==> src/rtl/cube.sv <==
// cube: iterative unsigned cube unit, y = x^3 for an 8-bit operand, 24-bit result.
// A shift-add multiplier produces one partial product per clock over two passes:
// SQ computes x*x, then CU computes (x*x)*x. Handshake is start/busy, matching
// the cubic-root unit so the two can be chained or cross-checked.
//
// Configuration macro: CUBE_EARLY_EXIT_EN
//   undefined (default): every pass is exactly 8 steps, latency is 16 cycles.
//   defined            : a pass ends on the step after which the shifted
//                        multiplier is zero (at least one step per pass), so
//                        latency is 2*(msb_index(x)+1) cycles. Results are
//                        identical in both builds.
module cube (
    input  logic        clk,
    input  logic        reset,
    input  logic [7:0]  x_bi,
    input  logic        start,
    output logic        busy_o,
    output logic [23:0] y_bo
);

    typedef enum logic [1:0] {
        ST_IDLE = 2'd0,
        ST_SQ   = 2'd1,
        ST_CU   = 2'd2
    } state_e;

    state_e      state_q, state_d;
    logic [7:0]  x_q,     x_d;
    logic [23:0] a_q,     a_d;
    logic [7:0]  b_q,     b_d;
    logic [23:0] acc_q,   acc_d;
    logic [2:0]  cnt_q,   cnt_d;
    logic [23:0] y_q,     y_d;

    // Shared step arithmetic; the FSM decides where the results go.
    logic [23:0] acc_next_s;
    logic [23:0] a_shift_s;
    logic [7:0]  b_shift_s;
    logic [2:0]  cnt_inc_s;
    logic        pass_done_s;

    // One shift-add step: conditional add of the multiplicand, then shift both operands.
    always_comb begin
        acc_next_s = acc_q + (b_q[0] ? a_q : 24'd0);
        a_shift_s  = {a_q[22:0], 1'b0};
        b_shift_s  = {1'b0, b_q[7:1]};
        cnt_inc_s  = cnt_q + 3'd1;
    end

    // Pass termination: fixed 8 steps, or stop once no multiplier bits remain.
    always_comb begin
`ifdef CUBE_EARLY_EXIT_EN
        pass_done_s = (b_shift_s == 8'd0);
`else
        pass_done_s = (cnt_q == 3'd7);
`endif
    end

    // Next-state and datapath control; every register holds unless a state moves it.
    always_comb begin
        state_d = state_q;
        x_d     = x_q;
        a_d     = a_q;
        b_d     = b_q;
        acc_d   = acc_q;
        cnt_d   = cnt_q;
        y_d     = y_q;
        case (state_q)
            ST_IDLE: begin
                if (start) begin
                    // Operand is captured only on the accepting edge.
                    x_d     = x_bi;
                    a_d     = {16'd0, x_bi};
                    b_d     = x_bi;
                    acc_d   = 24'd0;
                    cnt_d   = 3'd0;
                    state_d = ST_SQ;
                end else begin
                    state_d = ST_IDLE;
                end
            end
            ST_SQ: begin
                if (pass_done_s) begin
                    // x^2 fits in 16 bits; it becomes the multiplicand of the cube pass.
                    a_d     = acc_next_s;
                    b_d     = x_q;
                    acc_d   = 24'd0;
                    cnt_d   = 3'd0;
                    state_d = ST_CU;
                end else begin
                    a_d     = a_shift_s;
                    b_d     = b_shift_s;
                    acc_d   = acc_next_s;
                    cnt_d   = cnt_inc_s;
                    state_d = ST_SQ;
                end
            end
            ST_CU: begin
                if (pass_done_s) begin
                    // Result register only changes here, so it holds across later runs.
                    y_d     = acc_next_s;
                    a_d     = a_shift_s;
                    b_d     = b_shift_s;
                    acc_d   = acc_next_s;
                    cnt_d   = cnt_inc_s;
                    state_d = ST_IDLE;
                end else begin
                    a_d     = a_shift_s;
                    b_d     = b_shift_s;
                    acc_d   = acc_next_s;
                    cnt_d   = cnt_inc_s;
                    state_d = ST_CU;
                end
            end
            default: begin
                state_d = ST_IDLE;
            end
        endcase
    end

    // State and datapath registers; reset aborts any run and clears everything.
    always_ff @(posedge clk or posedge reset) begin
        if (reset) begin
            state_q <= ST_IDLE;
            x_q     <= 8'd0;
            a_q     <= 24'd0;
            b_q     <= 8'd0;
            acc_q   <= 24'd0;
            cnt_q   <= 3'd0;
            y_q     <= 24'd0;
        end else begin
            state_q <= state_d;
            x_q     <= x_d;
            a_q     <= a_d;
            b_q     <= b_d;
            acc_q   <= acc_d;
            cnt_q   <= cnt_d;
            y_q     <= y_d;
        end
    end

    assign busy_o = (state_q != ST_IDLE);
    assign y_bo   = y_q;

endmodule

==> config.mk <==
export PLATFORM = sky130hd
export DESIGN_NAME = cube
export DESIGN_NICKNAME = d
export VERILOG_FILES = /design/src/rtl/cube.sv
export SDC_FILE = /design/constraint.sdc
export NUM_CORES = 1
export LEC_CHECK = 0
export CORE_ASPECT_RATIO = 1.2
export CORE_UTILIZATION = 47
export DETAILED_ROUTE_END_ITERATION = 6
export PLACE_DENSITY_LB_ADDON = 0.1
export SKIP_LAST_GASP = 1
export SLEW_MARGIN = 20
export SYNTH_ARGS = -nofsm -noshare
export SYNTH_HDL_FRONTEND = slang
export SYNTH_SLANG_ARGS = --single-unit
==> constraint.sdc <==
create_clock -name clk -period 4.3 [get_ports clk]
set_clock_uncertainty 0.05 [all_clocks]
set_input_delay 0.86 -clock clk [delete_from_list [all_inputs] [get_ports clk]]
set_output_delay 0.86 -clock clk [all_outputs]
set_load 0.02 [all_outputs]
# Word level (Yosys, flattened, before mapping)
# Index checks and enable logic that the tools add are counted.
dict set report totals {
  regBits 93
  word_cells 36
  output_inout_bits 25
}
dict set report op_classes {
  n_addsub 2
  n_eq_ne 4
  reduce_logical 6
  muxes 17
}
# cell n
set ops {}
lappend ops {{$pmux W24 S3} 2}
lappend ops {{$mux W24} 5}
lappend ops {{$add A24 B24 Y24} 1}
lappend ops {{$pmux W8 S3} 1}
lappend ops {{$mux W8} 2}
lappend ops {{$pmux W3 S3} 1}
lappend ops {{$mux W3} 2}
lappend ops {{$pmux W2 S3} 1}
lappend ops {{$reduce_and A2 Y1} 3}
lappend ops {{$mux W2} 2}
lappend ops {{$add A3 B1 Y3 const B} 1}
lappend ops {{$eq A3 B3 Y1 const B} 1}
lappend ops {{$reduce_bool A3 Y1} 1}
lappend ops {{$eq A2 B1 Y1 const B} 1}
lappend ops {{$eq A2 B2 Y1 const B} 1}
lappend ops {{$logic_not A2 Y1} 1}
lappend ops {{$ne A2 B2 Y1 const B} 1}
lappend ops {{$reduce_bool A2 Y1} 1}
lappend ops {{$mux W1} 1}

# Logic depth before layout (Yosys ltp)
dict set report depth {
  word_depth 4
  ltp_mapped 11
  ltp_nobuf 10
}

# Least setup slack after synthesis
# No wires, ideal clock.
dict set report synth_path {
  kind {register to register}
  from {register b_q[0]}
  to {register y_q[20], in the netlist y_bo[20]}
  t_required_ps 4125
  path_slack_ps 1552
  path_stages_with_launch 11
  arrival_ps 2573
  path_cell_list {dfrtp_1 and2_1 ha_1 fa_1 a21o_1 a221o_2 a31oi_2 o21a_2 o41a_1 xnor2_1 mux2_2}
}
dict set report synth_via {
  elab_chain_len 2
}
# item line_no
set synth_lines {}
lappend synth_lines {{start: declaration} 30} ;# logic [7:0] b_q, b_d;
lappend synth_lines {{start signal: assignment} 127} ;# b_q <= 8'd0;
lappend synth_lines {{start signal: assignment} 135} ;# b_q <= b_d;
lappend synth_lines {{$mux W24} 44} ;# acc_next_s = acc_q + (b_q[0] ? a_q : 24'd0);
lappend synth_lines {{$add A24 B24 Y24} 44}
lappend synth_lines {{end signal: assignment} 138} ;# y_q <= y_d;
lappend synth_lines {{end: declaration} 33} ;# logic [23:0] y_q, y_d;
# No other way between the ends.
# A chain may end at the register's enable or synchronous reset.

# Worst setup path in the final report
# Same ends and word-level chain as after synthesis.

==> flow_summary.ini <==
[status]
status = finished, final reports clean

[setup_path]
worstPathRequired_ns = 4.48
crit_start = b_q[0]
startpoint_type = flop
crit_family = compound AO/OA/AOI/OAI gates
endpoint_kind = flop
worst-r2r-setup-slack_ns = 0.99
r2r-start = b_q[0]
worstPathCellList = and2_1 -> ha_1 -> fa_1 -> a21o_1 -> a221o_2 -> a31oi_2 -> o21a_2 -> o41a_1 -> xnor2_1 -> mux2_2
worstSetupPathType = reg2reg
r2r_end = y_bo[20]
crit_fanout = 25
r2r_cells = 10
crit_path_max_incr_delay_ns = 0.67
worstPathArrival_ns = 3.49
worst-path-buf-inv = 0
critPathSlowestCell = dfrtp_1

[sta]
maxSlewViolCount = 0
hold_slack_ns = 0.431
tightestPinTransition_ns = 0.780
max_freq_ghz = 0.302
slew-limit-headroom = 0.476
fin_crit_sh = 0.770
setup_viol = 0
final_hold_viol_count = 0
fin_tns_setup_ns = 0
finalCriticalPeriod_ns = 3.31
rsz0062_at_grt = no
setup_slack_ns = 0.988

[global_routing]
grt_overflow = 0
grt_pass1_wl_um = 18800
grt_max_degree = 49
grt_pass1_vias = 3883
grt_antenna_before_repair = 0
grt_usage = 0.224

[route]
ant_nets = 0
routedWlPerCell_um = 17.3
drt_iter0_drc = 199
num_vias = 3820
drc_errors = 0
drt_pass1_iterations = 6
routed_wl_um = 11200
vias_per_cell = 5.92

[final_layout]
area_delta_synth_final_pct = 14.7
final_nets = 556
drive_gt1_frac = 0.0983
fin_util = 0.562
insertedDiodeCount = 0
final_cells = 645
final_area_mm2 = 0.00571

[min_path]
worst_hold_path.endpoint = b_q[2]
hold_start = b_q[3]
hold_depth = 2
hp-class = reg2reg

[clock_network]
cts-root-buf = clkbuf_16
post-cts-setup-buffers = 0
cts_sinks = 93
numCtsBuffers = 9
hold_buffers = 0
clk_pin_slew_ns = 0.06
cts_resized = 0
ctsHtreeMaxLevel = 3
insertion_delay_ns = 0.34
cts_tree = done
clockBufferDepth = 2

[placement]
place_ws_ns = 1.00
place_area_mm2 = 0.00546
dp_hpwl_um = 7940
dp.cells = 629
routabilityCongestion = 0.910
portBuffers = 35

[floorplanning]
core_mm2 = 0.0102
start_util = 0.490
num_rows = 40
die_width_um = 96.0
boundaryPins = 36
die_h_um = 115
dieArea_mm2 = 0.0110

[synth]
synth_fp_nets = 527
syn_avg_cell_area_um2 = 10.3
synth-compound-area-share = 0.214
yosysWarnings = 0
synth-xor-area-share = 0.0387
synth_top_family_by_area = compound AO/OA/AOI/OAI gates
synthAdderAreaFrac = 0.0794
synth-simple-area-share = 0.117
netlist_instances = 485
synth.mux.area_fraction = 0.0543
ys_ff_latch = 93
yosys.cell_types.count = 45
async_flop_share = 1.00
synth-main-ff-cell = dfrtp_1
netlist_area_mm2 = 0.00498
synth_edf_count = 0
ys_seq_area_frac = 0.467

[power]
power_density_mw_per_mm2 = 470
power_mw = 2.68
ir_worst_vdd_mv = 0.323
leakage_nw = 2.74

[job]
maxCapViolCount = 0
## registers in the layout, indices dropped and copies added, names as in the netlist
name / cells
a_q: 24
acc_q: 24
y_bo: 24
b_q: 8
x_q: 8
cnt_q: 3
state_q: 2
## worst reg2reg max path: cells and delay by family (launching register included)
family | cells | cell delay (ns)
xor gates and xnor gates | 1 | 0.10
AOI/OAI and AO/OA | 5 | 1.20
DFF | 1 | 0.67
and+or+nand+nor | 1 | 0.28
adders and majority gates | 2 | 0.63
muxes | 1 | 0.27
## per-layer routing
layer,share of wire,up-vias,track usage
met1,0.45,1896,0.283
met5,0,-,0
met2,0.50,73,0.383
li1,-,1834,-
met4,0.022,0,0.0915
met3,0.029,17,0.0311
## cell usage after synthesis (all sizes together) (4+ instances only)
master / n / area, µm²
mux2: 24 / 270
ha: 30 / 375
a31oi: 5 / 37.5
a221o: 6 / 61.3
nand2: 64 / 240
o21ai: 38 / 190
inv: 15 / 56.3
o211ai: 4 / 30.0
a222oi: 14 / 140
and2: 27 / 169
xor2: 9 / 78.8
dfrtp: 93 / 2330
xnor2: 13 / 114
a22oi: 7 / 52.6
a22o: 21 / 184
nor2: 14 / 52.6
nand4: 4 / 25.0
nand3: 4 / 20.0
a211oi: 4 / 30.0
a21o: 9 / 68.8
a21oi: 27 / 135
clkbuf: 22 / 82.6
## cell usage in the layout (no fill, tap or decap), types with 5 or more instances in the layout
cell	synthesis	routed
a22o_1	21	21
dfrtp_1	93	93
mux2_2	24	24
nor2_1	14	14
clkbuf_16	0	9
a221o_1	5	5
xor2_1	9	9
ha_1	30	30
a222oi_1	14	14
buf_4	0	8
clkbuf_1	22	5
a21o_1	8	7
and2_1	27	27
o21ai_0	38	38
clkdlybuf4s50_1	0	35
inv_1	15	14
nand2_1	64	64
xnor2_1	13	13
a21oi_1	27	27
a22oi_1	7	7
## layout make-up
cell class | instances | area, µm²
Clock buffer | 14 | 244
Clock inverter | 2 | 10.0
Fill cell | 895 | 4450
Inverter | 15 | 58.8
Multi-Input combinational cell | 352 | 2500
Sequential cell | 93 | 2330
Tap cell | 126 | 158
Timing Repair Buffer | 43 | 410
## report_power, final
group,switching (mW),internal (mW)
Clock,0.323,0.391
Sequential,0.131,1.05
Combinational,0.490,0.304
Total,0.944,1.74
## cell families (layout without fill, tap and decap cells)
kind of cell / after synthesis / in the layout
AOI/OAI and AO/OA: 150 / 150
xor gates and xnor gates: 22 / 22
adders and majority gates: 31 / 31
buffers and inverters: 40 / 74
DFF: 93 / 93
muxes: 24 / 24
and+or+nand+nor: 125 / 125
## how the worst max path moves through the flow
stage	cells after the start	to	slack, ns
2_1_floorplan	1	a_q[0]	0.97
3_3_place_gp	10	y_bo[20]	1.05
3_5_place_dp	10	y_bo[20]	1.00
4_1_cts	10	y_bo[20]	0.99
5_1_grt	10	a_q[16]	0.77
6_report	10	y_bo[20]	0.99
No activity file was read; power rests on OpenSTA's default activity.
